**config.mk**
```make
export PLATFORM = sky130hd
export DESIGN_NAME = instr_fetch_unit_flat
export DESIGN_NICKNAME = d
export VERILOG_FILES = /design/src/rtl/instr_fetch_unit_pkg.sv /design/src/rtl/instr_fetch_unit_if.sv /design/src/rtl/instr_fetch_unit_next_pc.sv /design/src/rtl/instr_fetch_unit.sv /design/src/flat_wrapper.sv
export SDC_FILE = /design/constraint.sdc
export NUM_CORES = 1
export LEC_CHECK = 0
export ABC_CLOCK_PERIOD_IN_PS = 4300
export BUFFER_PORTS_ARGS = -buffer_cell sky130_fd_sc_hd__buf_2
export CORE_MARGIN = 5
export CORE_UTILIZATION = 50
export DETAILED_ROUTE_END_ITERATION = 8
export PLACE_DENSITY = 0.89
export SYNTH_ARGS = -nofsm -noshare
export SYNTH_HDL_FRONTEND = slang
export SYNTH_SLANG_ARGS = --single-unit
```
**constraint.sdc**
```tcl
create_clock -name clk -period 4.3 [get_ports clk]
set_clock_uncertainty 0.05 [all_clocks]
set_input_delay 0.645 -clock clk [delete_from_list [all_inputs] [get_ports clk]]
set_output_delay 0.645 -clock clk [all_outputs]
set_load 0.05 [all_outputs]
```
**src/rtl/instr_fetch_unit_pkg.sv**
```systemverilog
// Shared opcode constants, fetch FSM encoding and branch offset helper.
// No logic of its own; imported by the fetch unit and its next-PC block.
// Encodings must match the controller's decoder.
package instr_fetch_unit_pkg;

  localparam logic [5:0] OP_RTYPE = 6'b000000;
  localparam logic [5:0] OP_BEQ   = 6'b000100;
  localparam logic [5:0] OP_BNE   = 6'b000101;
  localparam logic [5:0] OP_J     = 6'b000010;
  localparam logic [5:0] OP_JAL   = 6'b000011;
  localparam logic [5:0] OP_NOP   = 6'b111111;

  // IR contents after reset: opcode field all ones, everything else zero
  localparam logic [31:0] NOP_WORD = {OP_NOP, 26'd0};

  typedef enum logic [1:0] {
    ST_FETCH   = 2'd0,
    ST_ISSUE   = 2'd1,
    ST_RESOLVE = 2'd2,
    ST_FAULT   = 2'd3
  } fetch_state_t;

  // Word-aligned branch displacement: sign-extended imm16 scaled by 4
  function automatic logic [31:0] branch_offset(input logic [15:0] imm);
    return {{14{imm[15]}}, imm, 2'b00};
  endfunction

endpackage

```
**src/rtl/instr_fetch_unit_if.sv**
```systemverilog
// Bundle of the instruction-memory, issue and branch-resolution signals.
// master = fetch unit side, slave = memory/controller side.
// Pure wiring, no latency.
interface instr_fetch_unit_if;
  logic        imem_req;
  logic [31:0] imem_addr;
  logic [31:0] imem_rdata;
  logic        imem_ack;
  logic        stall;
  logic        ir_valid;
  logic        ir_ready;
  logic [5:0]  opcode;
  logic [5:0]  funct;
  logic [4:0]  rs;
  logic [4:0]  rt;
  logic [4:0]  rd;
  logic [4:0]  shamt;
  logic [15:0] imm16;
  logic [31:0] pc;
  logic [31:0] pc_plus4;
  logic        Beq;
  logic        Bne;
  logic        J;
  logic        JR;
  logic        Z;
  logic [31:0] jr_target;
  logic        taken;
  logic [31:0] retired;
  logic        fault;

  modport master (
    output imem_req, imem_addr, input imem_rdata, imem_ack,
    input  stall,
    output ir_valid, input ir_ready,
    output opcode, funct, rs, rt, rd, shamt, imm16, pc, pc_plus4,
    input  Beq, Bne, J, JR, Z, jr_target,
    output taken, retired, fault
  );

  modport slave (
    input  imem_req, imem_addr, output imem_rdata, imem_ack,
    output stall,
    input  ir_valid, output ir_ready,
    input  opcode, funct, rs, rt, rd, shamt, imm16, pc, pc_plus4,
    output Beq, Bne, J, JR, Z, jr_target,
    input  taken, retired, fault
  );
endinterface

```
**src/rtl/instr_fetch_unit_next_pc.sv**
```systemverilog
// Next-PC selection from the controller's branch/jump decisions.
// Purely combinational, zero latency.
// No handshake; consumed only while the fetch FSM is resolving.
module ifu_next_pc
  import instr_fetch_unit_pkg::*;
(
  input  logic [31:0] pc_plus4,
  input  logic [31:0] ir,
  input  logic        Beq,
  input  logic        Bne,
  input  logic        J,
  input  logic        JR,
  input  logic        Z,
  input  logic [31:0] jr_target,
  output logic [31:0] next_pc,
  output logic        taken,
  output logic        misalign
);

  // Opcode bits are decoded by the controller, which hands us the decisions
  logic [5:0] unused_opcode;
  assign unused_opcode = ir[31:26];

  // Priority JR > J > conditional branch > sequential
  always_comb begin
    next_pc  = pc_plus4;
    taken    = 1'b0;
    misalign = 1'b0;
    if (JR) begin
      next_pc  = jr_target;
      taken    = 1'b1;
      misalign = |jr_target[1:0];
    end else if (J) begin
      next_pc = {pc_plus4[31:28], ir[25:0], 2'b00};
      taken   = 1'b1;
    end else if ((Beq && Z) || (Bne && !Z)) begin
      next_pc = pc_plus4 + branch_offset(ir[15:0]);
      taken   = 1'b1;
    end
  end

endmodule

```
**src/rtl/instr_fetch_unit.sv**
```systemverilog
// PC owner: fetches words over req/ack, issues fields over valid/ready, resolves next PC.
// Latency: FETCH->ISSUE->RESOLVE, one instruction per 3 cycles with zero-wait memory.
// Backpressure: stall blocks fetch launch and issue; ir_ready low holds ISSUE; a launched request is held until ack.
module instr_fetch_unit
  import instr_fetch_unit_pkg::*;
#(
  parameter logic [31:0] RESET_PC = 32'h0000_0000,
  parameter int unsigned MAX_WAIT = 255
) (
  input  logic               clk,
  input  logic               rst,
  instr_fetch_unit_if.master bus
);

  localparam logic [7:0] WAIT_LAST = 8'(MAX_WAIT - 1);

  fetch_state_t state;
  logic [31:0]  pc_q;
  logic [31:0]  ir_q;
  logic [31:0]  retired_q;
  logic [7:0]   wait_cnt;
  logic         req_out;
  logic         live;
  logic         ir_valid_q;
  logic         taken_q;
  logic         fault_q;

  logic [31:0]  pc_plus4;
  logic [31:0]  next_pc;
  logic         br_taken;
  logic         misalign;
  logic         req;
  logic         accept;

  assign pc_plus4 = pc_q + 32'd4;

  // live keeps the request low until the first edge after reset release;
  // once a request is out, stall can no longer withdraw it
  assign req    = live && (state == ST_FETCH) && (!bus.stall || req_out);
  assign accept = ir_valid_q && bus.ir_ready && !bus.stall;

  ifu_next_pc u_next_pc (
    .pc_plus4  (pc_plus4),
    .ir        (ir_q),
    .Beq       (bus.Beq),
    .Bne       (bus.Bne),
    .J         (bus.J),
    .JR        (bus.JR),
    .Z         (bus.Z),
    .jr_target (bus.jr_target),
    .next_pc   (next_pc),
    .taken     (br_taken),
    .misalign  (misalign)
  );

  // Fetch/issue/resolve sequencing, PC/IR ownership and sticky fault
  always_ff @(posedge clk or negedge rst) begin
    if (!rst) begin
      state      <= ST_FETCH;
      pc_q       <= RESET_PC;
      ir_q       <= NOP_WORD;
      retired_q  <= 32'd0;
      wait_cnt   <= 8'd0;
      req_out    <= 1'b0;
      live       <= 1'b0;
      ir_valid_q <= 1'b0;
      taken_q    <= 1'b0;
      fault_q    <= 1'b0;
    end else begin
      live    <= 1'b1;
      taken_q <= 1'b0;
      case (state)
        ST_FETCH: begin
          if (req) begin
            if (bus.imem_ack) begin
              ir_q       <= bus.imem_rdata;
              req_out    <= 1'b0;
              ir_valid_q <= 1'b1;
              wait_cnt   <= 8'd0;
              state      <= ST_ISSUE;
            end else if (wait_cnt == WAIT_LAST) begin
              req_out <= 1'b0;
              fault_q <= 1'b1;
              state   <= ST_FAULT;
            end else begin
              req_out  <= 1'b1;
              wait_cnt <= wait_cnt + 8'd1;
            end
          end
        end
        ST_ISSUE: begin
          if (accept) begin
            ir_valid_q <= 1'b0;
            retired_q  <= retired_q + 32'd1;
            state      <= ST_RESOLVE;
          end
        end
        ST_RESOLVE: begin
          if (misalign) begin
            fault_q <= 1'b1;
            state   <= ST_FAULT;
          end else begin
            pc_q    <= next_pc;
            taken_q <= br_taken;
            state   <= ST_FETCH;
          end
        end
        default: begin
          state <= ST_FAULT;
        end
      endcase
    end
  end

  assign bus.imem_req  = req;
  assign bus.imem_addr = pc_q;
  assign bus.ir_valid  = ir_valid_q;
  assign bus.opcode    = ir_q[31:26];
  assign bus.rs        = ir_q[25:21];
  assign bus.rt        = ir_q[20:16];
  assign bus.rd        = ir_q[15:11];
  assign bus.shamt     = ir_q[10:6];
  assign bus.funct     = ir_q[5:0];
  assign bus.imm16     = ir_q[15:0];
  assign bus.pc        = pc_q;
  assign bus.pc_plus4  = pc_plus4;
  assign bus.taken     = taken_q;
  assign bus.retired   = retired_q;
  assign bus.fault     = fault_q;

endmodule

```
**src/flat_wrapper.sv**
```systemverilog
// flat-port wrapper written by rule: the top's interface ports become plain ports
module instr_fetch_unit_flat import instr_fetch_unit_pkg::*;
#(
  parameter logic [31:0] RESET_PC = 32'h0000_0000,
  parameter int unsigned MAX_WAIT = 255
)
  (clk, rst, bus_imem_req, bus_imem_addr, bus_imem_rdata, bus_imem_ack, bus_stall, bus_ir_valid, bus_ir_ready, bus_opcode, bus_funct, bus_rs, bus_rt, bus_rd, bus_shamt, bus_imm16, bus_pc, bus_pc_plus4, bus_Beq, bus_Bne, bus_J, bus_JR, bus_Z, bus_jr_target, bus_taken, bus_retired, bus_fault);
  instr_fetch_unit_if bus_i ();
  input  logic clk;
  input  logic rst;
  output wire logic [$bits(bus_i.imem_req)-1:0] bus_imem_req;
  output wire logic [$bits(bus_i.imem_addr)-1:0] bus_imem_addr;
  input wire logic [$bits(bus_i.imem_rdata)-1:0] bus_imem_rdata;
  input wire logic [$bits(bus_i.imem_ack)-1:0] bus_imem_ack;
  input wire logic [$bits(bus_i.stall)-1:0] bus_stall;
  output wire logic [$bits(bus_i.ir_valid)-1:0] bus_ir_valid;
  input wire logic [$bits(bus_i.ir_ready)-1:0] bus_ir_ready;
  output wire logic [$bits(bus_i.opcode)-1:0] bus_opcode;
  output wire logic [$bits(bus_i.funct)-1:0] bus_funct;
  output wire logic [$bits(bus_i.rs)-1:0] bus_rs;
  output wire logic [$bits(bus_i.rt)-1:0] bus_rt;
  output wire logic [$bits(bus_i.rd)-1:0] bus_rd;
  output wire logic [$bits(bus_i.shamt)-1:0] bus_shamt;
  output wire logic [$bits(bus_i.imm16)-1:0] bus_imm16;
  output wire logic [$bits(bus_i.pc)-1:0] bus_pc;
  output wire logic [$bits(bus_i.pc_plus4)-1:0] bus_pc_plus4;
  input wire logic [$bits(bus_i.Beq)-1:0] bus_Beq;
  input wire logic [$bits(bus_i.Bne)-1:0] bus_Bne;
  input wire logic [$bits(bus_i.J)-1:0] bus_J;
  input wire logic [$bits(bus_i.JR)-1:0] bus_JR;
  input wire logic [$bits(bus_i.Z)-1:0] bus_Z;
  input wire logic [$bits(bus_i.jr_target)-1:0] bus_jr_target;
  output wire logic [$bits(bus_i.taken)-1:0] bus_taken;
  output wire logic [$bits(bus_i.retired)-1:0] bus_retired;
  output wire logic [$bits(bus_i.fault)-1:0] bus_fault;
  assign bus_imem_req = bus_i.imem_req;
  assign bus_imem_addr = bus_i.imem_addr;
  assign bus_i.imem_rdata = bus_imem_rdata;
  assign bus_i.imem_ack = bus_imem_ack;
  assign bus_i.stall = bus_stall;
  assign bus_ir_valid = bus_i.ir_valid;
  assign bus_i.ir_ready = bus_ir_ready;
  assign bus_opcode = bus_i.opcode;
  assign bus_funct = bus_i.funct;
  assign bus_rs = bus_i.rs;
  assign bus_rt = bus_i.rt;
  assign bus_rd = bus_i.rd;
  assign bus_shamt = bus_i.shamt;
  assign bus_imm16 = bus_i.imm16;
  assign bus_pc = bus_i.pc;
  assign bus_pc_plus4 = bus_i.pc_plus4;
  assign bus_i.Beq = bus_Beq;
  assign bus_i.Bne = bus_Bne;
  assign bus_i.J = bus_J;
  assign bus_i.JR = bus_JR;
  assign bus_i.Z = bus_Z;
  assign bus_i.jr_target = bus_jr_target;
  assign bus_taken = bus_i.taken;
  assign bus_retired = bus_i.retired;
  assign bus_fault = bus_i.fault;
  instr_fetch_unit #(.RESET_PC(RESET_PC), .MAX_WAIT(MAX_WAIT)) u_core (.clk(clk), .rst(rst), .bus(bus_i));
endmodule
```
==> metrics.yaml, run 1 <==
logic_synthesis:
  yosys_most_used_dff: "dfrtp_1"
  syn_nets: 1068
  ys_top_cells_by_area: "dfrtp_1 33%, nand2_1 7.6%, ha_1 6.1%"
  synth.avg_cell_area_um2: 8.368
  yosysWarnings: 0
  yosys_register_bits: 111
  synth_common_cells: "161 x nand2_1, 105 x dfrtp_1, 68 x nor2_1"
  yosys.area.top_type: "dfrtp_1"
  yosys.area.top_type_share_pct: 32.92
  netlist_instances: 954
  yosysMostFrequentCell: "nand2_1"
  synth-edff-count: 0
  yosys.cell_types.count: 73
  syn_area_um2: 7983
  synth_seq_area_share_pct: 34.89
  async_flop_share_pct: 100.0
placed_design:
  gp_congestion: 0.9577
  dpl.hpwl_mm: 20.09
  io_buffers: 253
grt:
  antenna_found_initial: 1
  grt_pass1_vias: 7659
  grt_max_degree: 64
  grt_usage_pct: 27.71
  grt-ovfl-total: 0
  grt_pass1_wl_mm: 40.50
setup_path:
  crit_chain: "nand4_1 > nor4_4 > and2_1 > nand3_1 > xnor2_2 > ha_1 > a21o_1 > o21bai_1 > a221o_1 > a21oi_2 > nand3b_1 > o22a_1 > o211ai_1 > mux2i_1 > nand3_1"
  endpoint_kind: "flip-flop"
  cp_data_required_time_ns: 4.49
  slowest_stage: "dfrtp_1"
  slowest_delay_ns: 0.48
  crit_arrival_ns: 4.27
  critPathLaunchType: "flip-flop"
  crit_type: "flip-flop to flip-flop"
  crit_fanout: 7
  critPathTopFamily: "compound AO/OA/AOI/OAI gates"
  cpMostUsedCell: "nand3_1"
  cp.buffers_inverters: 0
run:
  cap_violations: 0
timing:
  finalCriticalPeriod_ns: 4.083
  rsz0062_at_grt: "false"
  final_max_slew_viol_count: 0
  relSlewSlack_pct: 37.88
  finalHoldViolCount: 0
  tightest_slew_ns: 0.9318
  setup_tns_ns: 0
  max_freq_mhz: 244.9
  setup_viol: 0
  fin_crit_sh_pct: 94.96
drt:
  wl_met2_mm: 12.22
  wl_met3_mm: 2.496
  wl_met1_mm: 10.41
  wl_mm: 25.95
  vias: 7895
  drt_iter0_markers: 712
  wl_per_cell_um: 18.96
  drc_errors: 0
  highest_layer: "met5"
  ant_nets: 0
  drt_first_pass_iters: 6
  vias_per_cell: 5.767
floorplan:
  placementRows: 46
  die_area_um2: 18590
  die_w_um: 136.4
  die_y_um: 136.4
  initial_core_util_pct: 50.62
  ioPinCount: 254
  core_area_um2: 15770
clock_tree:
  numCtsBuffers: 9
  cts_setup_buffers: 0
  ctsResizeCount: 0
  cts_hold_buf: 0
  cts.clk_slew.worst_paths_ns: 0.08
  cts_root_buf: "clkbuf_16"
  clockBufferDepth: 2
  clkSinkCount: 111
  htree_levels: 3
  cts_tree: "yes"
  insertion_delay_ns: 0.35
worst_hold_path:
  hold_path_class: "input pin to async pin"
cells_and_area:
  nets: 1261
  fillers: 1346
  drive_above_1_share_pct: 28.30
  syn2layout_area_growth_pct: 19.31
run_status:
  status: "completed"
[stage by stage]
stage / instances / utilization [%] / cell area (um2) / hold slack, ns / setup slack (ns)
after global routing: 1368 / 60.38 / 9522 / 0.4044 / 0.002474
after detailed placement: 1352 / 58.48 / 9223 / 0.4007 / 0.3496
after global placement: 1352 / 58.48 / 9223 / 0.3951 / 0.4882
after floorplan: 954 / - / 8095 / 0.2994 / -0.1029
after CTS: 1368 / 60.35 / 9517 / 0.3629 / 0.3060
final: 1369 / 60.39 / 9524 / 0.3343 / 0.2166
[cells in the final DEF, fill, tap and decap left out, types with 16 or more instances in the layout]
| master | Yosys | layout |
|---|---|---|
| ha_1 | 39 | 39 |
| and3_1 | 23 | 23 |
| nor2_1 | 68 | 68 |
| dfrtp_1 | 105 | 105 |
| o21ai_0 | 42 | 42 |
| xnor2_1 | 50 | 42 |
| xor2_1 | 34 | 27 |
| buf_2 | 8 | 252 |
| nand4_1 | 16 | 16 |
| nand2_1 | 161 | 161 |
| inv_1 | 22 | 22 |
| a21oi_1 | 67 | 67 |
| a21o_1 | 18 | 18 |
| nand3_1 | 34 | 34 |
| nor3_1 | 17 | 16 |
[layout make-up]
type	count	area, um2	area share (%)
clock buffers	10	239.0	2.509
clock inverters	6	55.05	0.5780
well taps	216	270.3	2.838
inverters	24	90.09	0.9459
repair buffers	267	1374	14.42
flip-flops and latches	111	2785	29.24
multi-input cells	734	4708	49.44
diodes	1	2.502	0.02627
[kinds of logic after synthesis]
group,synth area share [%]
adder cells (fa/ha/maj),6.364
buffers and inverters,7.649
other,0.04698
AND/OR/NAND/NOR,22.59
flip-flops,34.89
AO/OA/AOI/OAI,17.34
XOR/XNOR,9.216
multiplexers,1.912
[routing by layer]
metal  vias to the layer above  GRT usage [%]
met1                      3751          36.64
met5                         -              0
met2                       395          44.61
li1                       3681              -
met4                         2          9.966
met3                        66          6.403
[flip-flops by register name (all words and copies together), names as in the netlist]
register	count
u_core.wait_cnt	8
u_core.bus.retired	32
u_core.req_out	1
u_core.bus.taken	1
u_core.bus.imem_addr	32
u_core.live	1
u_core.ir_q	32
u_core.state	2
u_core.bus.ir_valid	1
u_core.bus.fault	1
[worst paths after layout]
path | from | endpoint | slack [ns] | cells after the start
min in group clk | u_core.ir_q[28]$_DFFE_PN1P_ | u_core.ir_q[28]$_DFFE_PN1P_ | 0.41 | 2
setup / recovery | u_core.bus.imem_addr[10]$_DFFE_PN0P_ | u_core.bus.imem_addr[31]$_DFFE_PN0P_ | 0.22 | 15
hold reg to reg | u_core.ir_q[28]$_DFFE_PN1P_ | u_core.ir_q[28]$_DFFE_PN1P_ | 0.41 | 2
setup reg to reg | u_core.bus.imem_addr[10]$_DFFE_PN0P_ | u_core.bus.imem_addr[31]$_DFFE_PN0P_ | 0.22 | 15
max in group asynchronous | rst | u_core.ir_q[31]$_DFFE_PN1P_ | 2.95 | 2
hold / removal | rst | u_core.bus.retired[6]$_DFFE_PN0P_ | 0.33 | 1
Power of run 1 is left out: the tool's default activity adds up to more than one toggle a clock period on the data nets, which glitch-free logic cannot reach.
==> inputs of run 2 (changes only) <==
- ABC_AREA: unset -> 1
- PLACE_DENSITY: 0.89 -> 0.86
- SYNTH_HIERARCHICAL: unset -> 1
==> run 2 against run 1 <==
Compared with the run above: design area up 15%; sequential share of layout area down 3.7 points; die area up 18%; synthesized cell count up 52%; core utilization down 2.2 points; global-route usage up 1.1 points; via count up 29%; worst setup slack better by 0.49 ns; flip-flop and latch count unchanged; non-clock buffer count down 7; first-iteration DRC count up 17%; highest routed layer unchanged.
==> metrics.yaml, run 2 <==
floorplan:
  initial_core_util_pct: 50.89  # +0.27 points
  die_y_um: 148.2  # +8.7%
  die_w_um: 148.2  # +8.7%
  ioPinCount: 254  # unchanged
  placementRows: 50  # +8.7%
  die_area_um2: 21970  # +18%
  core_area_um2: 18770  # +19%
clock_tree:
  cts.clk_slew.worst_paths_ns: 0.08  # about the same
  cts_root_buf: "clkbuf_16"
  numCtsBuffers: 9  # unchanged
  cts_tree: "yes"
  cts_setup_buffers: 0  # unchanged
  cts_hold_buf: 0  # unchanged
  ctsResizeCount: 0  # unchanged
  clkSinkCount: 111  # unchanged
  insertion_delay_ns: 0.36  # about the same
  clockBufferDepth: 2  # unchanged
  htree_levels: 3  # unchanged
logic_synthesis:
  yosys_most_used_dff: "dfrtp_1"
  netlist_instances: 1451  # +52%
  async_flop_share_pct: 100.0  # unchanged
  syn_area_um2: 9552  # +20%
  synthMuxAreaShare_pct: 3.065  # +1.2 points
  yosys.area.top_type: "dfrtp_1"
  yosys_register_bits: 111  # unchanged
  synth_compound_area_share_pct: 5.698  # -12 points
  yosysMostFrequentCell: "nand2_1"
  synth_top_family_by_area: "simple AND/OR/NAND/NOR gates"
  synthSimpleGateAreaFrac_pct: 40.36  # +18 points
  synth-edff-count: 0  # unchanged
  syn_nets: 1559  # +46%
  synth.avg_cell_area_um2: 6.583  # -21%
  synthXorXnorAreaFrac_pct: 3.759  # -5.5 points
  ys_top_cells_by_area: "dfrtp_1 28%, nand2_1 20%, inv_1 6.5%"
  yosysWarnings: 6  # +6
  synth_common_cells: "508 x nand2_1, 166 x inv_1, 131 x nor2_1"
  synthAdderAreaFrac_pct: 4.532  # -1.8 points
  yosys.cell_types.count: 47  # -36%
  yosys.area.top_type_share_pct: 27.51  # -5.4 points
  synth_seq_area_share_pct: 29.16  # -5.7 points
timing:
  finalCriticalPeriod_ns: 3.595  # -0.4885 ns
  relSlewSlack_pct: 21.23  # -17 points
  setup_viol: 0  # unchanged
  rsz0062_at_grt: "false"
  setup_tns_ns: 0  # unchanged
  finalHoldViolCount: 0  # unchanged
  final_max_slew_viol_count: 0  # unchanged
  fin_crit_sh_pct: 83.60  # -11 points
  max_freq_mhz: 278.2  # +14%
  fin_ws_ns: 0.7050  # +0.4885 ns
  tightest_slew_ns: 1.180  # +0.2485 ns
cells_and_area:
  fillers: 1826  # +36%
  layout_commonest_cell: "nand2_1"
  final_cell_mix: "508 x nand2_1, 252 x buf_2, 166 x inv_1"
  utilization_pct: 58.19  # -2.2 points
  nets: 1750  # +39%
  stdcell_area_um2: 10920  # +15%
  drive_above_1_share_pct: 24.59  # -3.7 points
  multi_input_area_um2: 5488  # +17%
  seqCellArea_um2: 2785  # unchanged
  syn2layout_area_growth_pct: 14.34
grt:
  grt-ovfl-total: 0  # unchanged
  grt_max_degree: 73  # +14%
  grt_pass1_wl_mm: 50.21  # +24%
  antenna_found_initial: 6  # +5
  grt_usage_pct: 28.80  # +1.1 points
  grt_pass1_vias: 9701  # +27%
setup_path:
  critPathLaunchType: "flip-flop"
  cp.buffers_inverters: 2  # +2
  cp_data_required_time_ns: 4.50  # about the same
  endpoint_kind: "flip-flop"
  cpMostUsedCell: "nand2_1"
  crit_fanout: 5  # -2
  crit_type: "flip-flop to flip-flop"
  crit_arrival_ns: 3.79  # -0.48 ns
  crit_chain: "ha_1 > nand3_4 > nor3_4 > nand2_2 > xnor2_1 > ha_1 > nand2_2 > inv_1 > nand2_1 > nand2_1 > inv_1 > nand2_1 > nand2_1 > nand3_1 > nand2_1 > nand2_1 > a21oi_1 > nor2_1 > mux2_2"
  slowest_delay_ns: 0.43  # -0.05 ns
  critPathTopFamily: "simple AND/OR/NAND/NOR gates"
  slowest_stage: "dfrtp_1"
placed_design:
  post-place-ws_ns: 0.8250  # +0.4754 ns
  io_buffers: 253  # unchanged
  gp_congestion: 1.014  # +5.8%
  dpl-instance-area_um2: 10600  # +15%
  dpl.hpwl_mm: 25.64  # +28%
drt:
  vias_per_cell: 5.391  # -6.5%
  drt_iter0_markers: 832  # +17%
  wl_mm: 32.46  # +25%
  wl_per_cell_um: 17.24  # -9.1%
  ant_nets: 0  # unchanged
  vias: 10150  # +29%
  drt_first_pass_iters: 5  # -1
  drc_errors: 0  # unchanged
run_status:
  status: "completed"
run:
  cap_violations: 0  # unchanged
worst_hold_path:
  hold_path_class: "input pin to async pin"
## run 2: cell types whose count changed after synthesis, moves of 24 or more
cell,before,now
nand3_1,34,112
inv_1,22,166
o21ai_0,42,16
xnor2_1,50,17
mux2_2,2,26
nand2_1,161,508
nand2_2,0,27
nor2_1,68,131
## run 2: final cells by class
class / count / area share (%)
sequential: 111 / 25.50
inverter: 190 / 6.553
multi-input combinational: 1070 / 50.25
antenna: 2 / 0.04582
timing repair buffer: 260 / 12.10
clock buffer: 9 / 2.062
tap: 234 / 2.681
clock inverter: 7 / 0.8134
## run 2: kinds of logic (layout without fill, tap and decap cells)
kind of cell	after synthesis	after routing
and+or+nand+nor	868	868
DFF	111	111
muxes	26	26
xor gates and xnor gates	41	41
AOI/OAI and AO/OA	100	100
adders and majority gates	34	34
buffers and inverters	270	466
other	1	3
## run 2: worst paths after layout
check | startpoint | to | slack [ns] | depth (start not counted)
max in group asynchronous | rst | u_core/bus.imem_addr[10]$_DFFE_PN0P_ | 2.97 | 2
hold reg to reg | u_core/ir_q[28]$_DFFE_PN1P_ | u_core/ir_q[28]$_DFFE_PN1P_ | 0.42 | 2
setup / recovery | u_core/bus.imem_addr[2]$_DFFE_PN0P_ | u_core/bus.imem_addr[21]$_DFFE_PN0P_ | 0.71 | 19
hold / removal | rst | u_core/bus.retired[18]$_DFFE_PN0P_ | 0.36 | 1
setup reg to reg | u_core/bus.imem_addr[2]$_DFFE_PN0P_ | u_core/bus.imem_addr[21]$_DFFE_PN0P_ | 0.71 | 19
min in group clk | u_core/ir_q[28]$_DFFE_PN1P_ | u_core/ir_q[28]$_DFFE_PN1P_ | 0.42 | 2
## run 2: metrics by stage
step           hold slack, ns  std cells
2_1_floorplan          0.2994       1451
3_3_place_gp           0.3957       1865
3_5_place_dp           0.4078       1865
4_1_cts                0.3908       1881
5_1_grt                0.4402       1882
6_report               0.3551       1883
## run 2: metal layers
layer	vias to the layer above	global-route usage [%]	share of wire (%)
li1	4885	-	-
met1	4669	36.26	40
met4	8	9.931	3.0
met2	502	49.35	48
met5	-	0	0.17
met3	87	5.881	9.1
Power of run 2 is left out for the same reason.
